$ cat src/rtl/apb_debug_reg_bridge.sv
// apb_debug_reg_bridge
//   APB3/APB4 target for the debug path. Each accepted APB transfer is
//   checked for protection and alignment, then turned into a single
//   request/acknowledge access on a simple register bus. Wait states are
//   inserted through pready, register-bus accesses are bounded by a
//   timeout counter, and failures are reported on pslverr.
//
// Ports
//   clk, reset_n            clock (rising edge), async active-low reset
//   paddr/psel/penable      APB address and handshake
//   pwrite/pwdata/pstrb     APB write direction, data, byte strobes
//   pprot                   APB protection (bit 1 = non-secure)
//   pready/prdata/pslverr   APB completion, read data, error
//   reg_req/reg_we          register-bus request level and write enable
//   reg_addr/reg_wdata      captured address and write data
//   reg_be                  byte enables (all ones for reads)
//   reg_ack/reg_rdata/reg_err  register-bus completion, read data, error
module apb_debug_reg_bridge #(
  parameter int unsigned ADDR_W  = 32,
  parameter int unsigned DATA_W  = 32,
  parameter int unsigned STRB_W  = DATA_W / 8,
  parameter int unsigned TIMEOUT = 255
) (
  input  logic              clk,
  input  logic              reset_n,
  input  logic [ADDR_W-1:0] paddr,
  input  logic              psel,
  input  logic              penable,
  input  logic              pwrite,
  input  logic [DATA_W-1:0] pwdata,
  input  logic [2:0]        pprot,
  input  logic [STRB_W-1:0] pstrb,
  output logic              pready,
  output logic [DATA_W-1:0] prdata,
  output logic              pslverr,
  output logic              reg_req,
  output logic              reg_we,
  output logic [ADDR_W-1:0] reg_addr,
  output logic [DATA_W-1:0] reg_wdata,
  output logic [STRB_W-1:0] reg_be,
  input  logic              reg_ack,
  input  logic [DATA_W-1:0] reg_rdata,
  input  logic              reg_err
);

  localparam int unsigned OFF_W = $clog2(STRB_W);
  localparam int unsigned CNT_W = $clog2(TIMEOUT + 1);

  typedef enum logic [1:0] {IDLE, REQ, RESP} state_e;

  state_e             state_q;
  logic [CNT_W-1:0]   cnt_q, cnt_d;
  logic               pready_q, pslverr_q, reg_req_q, reg_we_q;
  logic [DATA_W-1:0]  prdata_q, reg_wdata_q;
  logic [ADDR_W-1:0]  reg_addr_q;
  logic [STRB_W-1:0]  reg_be_q;

  logic setup, xfer_err, null_wr, timeout;

  // Only the non-secure bit of pprot affects the transfer.
  logic unused_prot;
  assign unused_prot = ^{pprot[2], pprot[0]};

  always_comb begin
    setup    = psel && !penable;
    xfer_err = pprot[1] || (paddr[OFF_W-1:0] != '0);
    null_wr  = pwrite && (pstrb == '0);
    // Saturating count of cycles reg_req has been held.
    cnt_d    = (cnt_q < CNT_W'(TIMEOUT)) ? cnt_q + CNT_W'(1) : cnt_q;
    timeout  = (cnt_d == CNT_W'(TIMEOUT));
  end

  always_ff @(posedge clk or negedge reset_n) begin
    if (!reset_n) begin
      state_q     <= IDLE;
      cnt_q       <= '0;
      pready_q    <= 1'b0;
      pslverr_q   <= 1'b0;
      prdata_q    <= '0;
      reg_req_q   <= 1'b0;
      reg_we_q    <= 1'b0;
      reg_addr_q  <= '0;
      reg_wdata_q <= '0;
      reg_be_q    <= '0;
    end else begin
      case (state_q)
        IDLE: begin
          cnt_q <= '0;
          if (setup) begin
            reg_addr_q  <= paddr;
            reg_we_q    <= pwrite;
            reg_wdata_q <= pwdata;
            reg_be_q    <= pwrite ? pstrb : '1;
            if (xfer_err) begin
              state_q   <= RESP;
              pready_q  <= 1'b1;
              pslverr_q <= 1'b1;
              prdata_q  <= '0;
            end else if (null_wr) begin
              state_q   <= RESP;
              pready_q  <= 1'b1;
              pslverr_q <= 1'b0;
              prdata_q  <= '0;
            end else begin
              state_q   <= REQ;
              reg_req_q <= 1'b1;
            end
          end
        end
        REQ: begin
          // psel is deliberately ignored here so an abandoned transfer
          // still finishes its single register-bus access.
          if (reg_ack) begin
            state_q   <= RESP;
            reg_req_q <= 1'b0;
            pready_q  <= 1'b1;
            pslverr_q <= reg_err;
            prdata_q  <= reg_we_q ? '0 : reg_rdata;
          end else if (timeout) begin
            state_q   <= RESP;
            reg_req_q <= 1'b0;
            pready_q  <= 1'b1;
            pslverr_q <= 1'b1;
            prdata_q  <= '0;
          end else begin
            cnt_q <= cnt_d;
          end
        end
        RESP: begin
          state_q   <= IDLE;
          pready_q  <= 1'b0;
          pslverr_q <= 1'b0;
          cnt_q     <= '0;
        end
        default: state_q <= IDLE;
      endcase
    end
  end

  assign pready    = pready_q;
  assign pslverr   = pslverr_q;
  assign prdata    = prdata_q;
  assign reg_req   = reg_req_q;
  assign reg_we    = reg_we_q;
  assign reg_addr  = reg_addr_q;
  assign reg_wdata = reg_wdata_q;
  assign reg_be    = reg_be_q;

endmodule
$ cat config.mk
export PLATFORM = sky130hd
export DESIGN_NAME = apb_debug_reg_bridge
export DESIGN_NICKNAME = d
export VERILOG_FILES = /design/src/rtl/apb_debug_reg_bridge.sv
export SDC_FILE = /design/constraint.sdc
export NUM_CORES = 1
export LEC_CHECK = 0
export CAP_MARGIN = 20
export CORE_AREA = 2 2 148 121
export DETAILED_ROUTE_END_ITERATION = 7
export DIE_AREA = 0 0 150 123
export HOLD_SLACK_MARGIN = 0.1
export PLACE_DENSITY = 0.69
export SYNTH_ARGS = -nofsm -noshare
export SYNTH_HDL_FRONTEND = slang
export SYNTH_SLANG_ARGS = --single-unit
$ cat constraint.sdc
create_clock -name clk -period 2.45 [get_ports clk]
set_clock_uncertainty 0.1 [all_clocks]
set_input_delay 0.3675 -clock clk [delete_from_list [all_inputs] [get_ports clk]]
set_output_delay 0.3675 -clock clk [all_outputs]
set_load 0.02 [all_outputs]
==> run summary <==
The run finished with clean final reports. In this run the static leakage power is 3.55 nW. The first routing iteration left 138 violations. The worst setup path is launched from a flip-flop. The total of flip-flops plus latches after synthesis works out to 114. The logic depth of the worst setup path including buffers was 8; the final RePlAce weighted congestion was 0.846. The number of fill cells in the layout is 1532, and the number of distinct library cells after synthesis is 49.

Traced cell by cell, the critical path runs through ha_4 -> and2_4 -> a221o_1 -> a2111oi_4 -> buf_4 -> o21ai_4 -> clkbuf_16 -> mux2i_1. The relative slew slack is 67.7%, and the layout-stage area growth over the synthesis result is 64.9%. Summing all multi-input logic gate instances after layout gives 0.00197 mm2. The logs give 0.00758 mm2 for the standard cell area after detailed placement and 214 for the count of boundary I/O pins. The mean area per synthesized cell works out to 12.2 um2.

For this run, global-route usage on met1 was measured as 17.9%. Derived from the worst setup path, the maximum achievable clock frequency is 414 MHz. The final cell count without fillers is 889.

The ratio of routed vias to standard cells was 4.56; the maximum level of the CTS H-tree was 4. The total area of sequential cells came out at 0.00286 mm2. Setup violations remaining at the end of the flow were counted as 0. The endpoint required time on the critical path was 2.66 ns.

The power density relative to cell area came out at 1200 mW/mm2. Setup repair after global routing could not meet its margin everywhere. For this configuration, the core starts out at a cell density of 29.5%. Number of maximum-capacitance violations: 0. Via count of the first global-routing pass: 4304. Leaving out fill and tap cells, the most frequent cell in the layout is sky130_fd_sc_hd__clkdlybuf4s50_1. The number of iterations in the first detailed-routing pass was 4; the area of the mapped netlist was 0.00502 mm2. The first-pass GRT wire length is 21300 um, and the clock buffer count from CTS is 17. Counting both buffers and inverters, the worst setup path holds a total of 2. Reg2reg setup slack: 0.04 ns.

The run gives 0 as the final hold violation count. The die outline area is 0.0185 mm2, and the count of yosys warnings during synthesis is 0. The post-route netlist has 20.6% of its cells at a drive strength greater than 1.

TritonCTS built the clock tree. After routing the design area is 0.00829 mm2. The portion of the clock cycle consumed by the worst path in the final layout works out to 98.5%. The type of the setup path with the least slack is flip-flop to flip-flop. STA classifies the critical path endpoint as a flip-flop.

Among all stages on the critical path, the largest delay is contributed by sky130_fd_sc_hd__dfrtp_2. Entering global routing, the biggest net connects 58 pins. The number of synthesized flops with an enable pin works out to 0. Grouping stages by cell kind, the critical path spends the most delay in compound AO/OA/AOI/OAI gates. The worst setup timing slack at the placement stage is -0.0245 ns. Of the synthesized area, sequential elements account for 56.8%.

The total overflow reported by the global router was 0; the core footprint was 0.0170 mm2. The run gives 4050 as the total number of vias. Data on the critical path arrives at its endpoint at 2.63 ns. At the pin with the least slew margin, the transition time is 0.478 ns. The floorplan step set the die height to 123 um. The tools report the number of nets still failing antenna checks after routing as 0.

Clock-pin slew was measured on the worst setup and hold paths at 0.05 ns. The logs give 413 for the synthesized netlist cell count and 0 for the number of antenna violations at the first check in global routing. Across the VDD grid, the largest voltage drop is 744 uV. In this run the clock root is driven by a sky130_fd_sc_hd__clkbuf_16.

The post-layout minimum cycle time came out at 2.41 ns. The share of synthesized flip-flops with an asynchronous set or reset is 100%. Among all flip-flop cells after synthesis, the most frequent one is sky130_fd_sc_hd__dfrtp_1. The average detailed-routed wire length per instance is 15.4 um.

The die is 150 um wide. In this run the most used layer during global routing was met2. Layout net count: 769. The delay contributed by the slowest stage of the critical path works out to 0.42 ns. In this run the worst hold path is classified as input pin to asynchronous set/reset pin. The depth of the worst register-to-register path is 8. Global routing used 7.27% of the available met3 tracks. The number of nets handed over by synthesis was 528. The number of input and output port buffers inserted is 211, and the row count is 43. Max-slew violation total from the final report: 0.

In the layout the commonest cells are 210 x sky130_fd_sc_hd__clkdlybuf4s50_1, 112 x sky130_fd_sc_hd__dfrtp_1, 67 x sky130_fd_sc_hd__mux2_2. For met2 alone, demand over resource in global routing was 23.6%. The run gives 0.0372 ns as the final critical-path setup slack. For the sink count of the clock tree, the log shows 114. After detailed placement, the design holds a cell count of 852. No sink is reached through more buffers than the 2 on the longest clock path. Summed over all layers, the routed wires come to 13700 um. In the routed design, unresolved DRC markers number 0. Top fanout value on the critical path: 6. The total inserted antenna cells was 0; the clock network latency to the later pin of the worst-skew pair was 0.40 ns. Detailed placement ended at an HPWL of 10100 um. Global routing used 14.9% of the available tracks.
worst paths after layout:
kind,startpoint,endpoint
hold / removal,reset_n,prdata[19]
setup / recovery,cnt_q[0],prdata[21]
hold reg to reg,reg_be[1],reg_be[1]
setup reg to reg,cnt_q[0],prdata[21]
min in group clk,reg_be[1],reg_be[1]
max in group asynchronous,reset_n,prdata[3]
sequential cells by signal, summed over array words and instances, names as in the netlist, 2 cells and up:
name	cells
cnt_q	8
reg_addr	32
prdata	32
reg_wdata	32
reg_be	4
state_q	2
layout make-up:
cell class	count	share of cell area, %
Inverter	39	1.77
Timing Repair Buffer	241	29.8
Tap cell	225	3.40
Clock buffer	24	5.81
Sequential cell	114	34.5
Multi-Input combinational cell	241	23.8
Clock inverter	5	0.951
cell usage after synthesis (3+ instances only):
cell type                    n  share of area (%)
sky130_fd_sc_hd__o32a_1      3               0.60
sky130_fd_sc_hd__and3_1      3               0.37
sky130_fd_sc_hd__nor2b_1     4               0.50
sky130_fd_sc_hd__nand2_1    48                3.6
sky130_fd_sc_hd__buf_6       3               0.67
sky130_fd_sc_hd__o22a_1      3               0.52
sky130_fd_sc_hd__nor3_1      5               0.50
sky130_fd_sc_hd__nand2b_1    3               0.37
sky130_fd_sc_hd__a21oi_1     5               0.50
sky130_fd_sc_hd__nand3_1     7               0.70
sky130_fd_sc_hd__ha_1        5                1.2
sky130_fd_sc_hd__o21ai_0     8               0.80
sky130_fd_sc_hd__nor2_1     10               0.75
sky130_fd_sc_hd__a31oi_1     3               0.37
sky130_fd_sc_hd__and2_1      3               0.37
sky130_fd_sc_hd__inv_1      39                2.9
sky130_fd_sc_hd__dfrtp_1   114                 57
sky130_fd_sc_hd__mux2i_1    33                6.6
sky130_fd_sc_hd__mux2_2     67                 15
sky130_fd_sc_hd__clkbuf_1   13               0.97
metal layers:
layer | routed length [um] | vias up | share of wire, %
met1 | 5660 | 1965 | 41
met3 | 1400 | 13 | 10
met4 | 176 | 0 | 1.3
met2 | 6490 | 173 | 47
met5 | 0 | - | 0
li1 | - | 1899 | -
per-stage QoR:
stage	hold WS, ns	utilization (%)	power [mW]	TNS, ns
floorplan	-0.0281	-	5.37	-0.0146
global placement	0.209	44.6	7.32	-0.0954
detailed placement	0.214	44.6	7.44	-0.168
CTS	0.327	48.0	9.86	0
global route	0.337	48.7	10.5	-0.449
finish	0.324	48.7	9.94	0
kinds of logic (layout without fill, tap and decap cells):
logic type	count (synthesis)	in the layout	share of synthesized area, %
flip-flops	114	114	56.8
multiplexers	101	101	21.9
AND/OR/NAND/NOR	93	93	8.49
buffers and inverters	58	309	4.83
AO/OA/AOI/OAI	42	42	6.75
adder cells (fa/ha/maj)	5	5	1.25
what timing repair did:
action                                 4_1_cts  5_1_grt
pin swaps                                    1        6
gates cloned                                 0        4
buffers inserted                             0        3
hold buffers                                 1        0
setup endpoints to repair                    1        5
resized for setup                            0        5
endpoints found under the hold margin       26        0
where the power goes:
part           total [mW]  switching [mW]  internal [mW]
Sequential           2.91           0.355           2.56
Clock                2.34           0.784           1.55
Combinational        4.69            2.14           2.54
(Power assumes the default switching activity.)
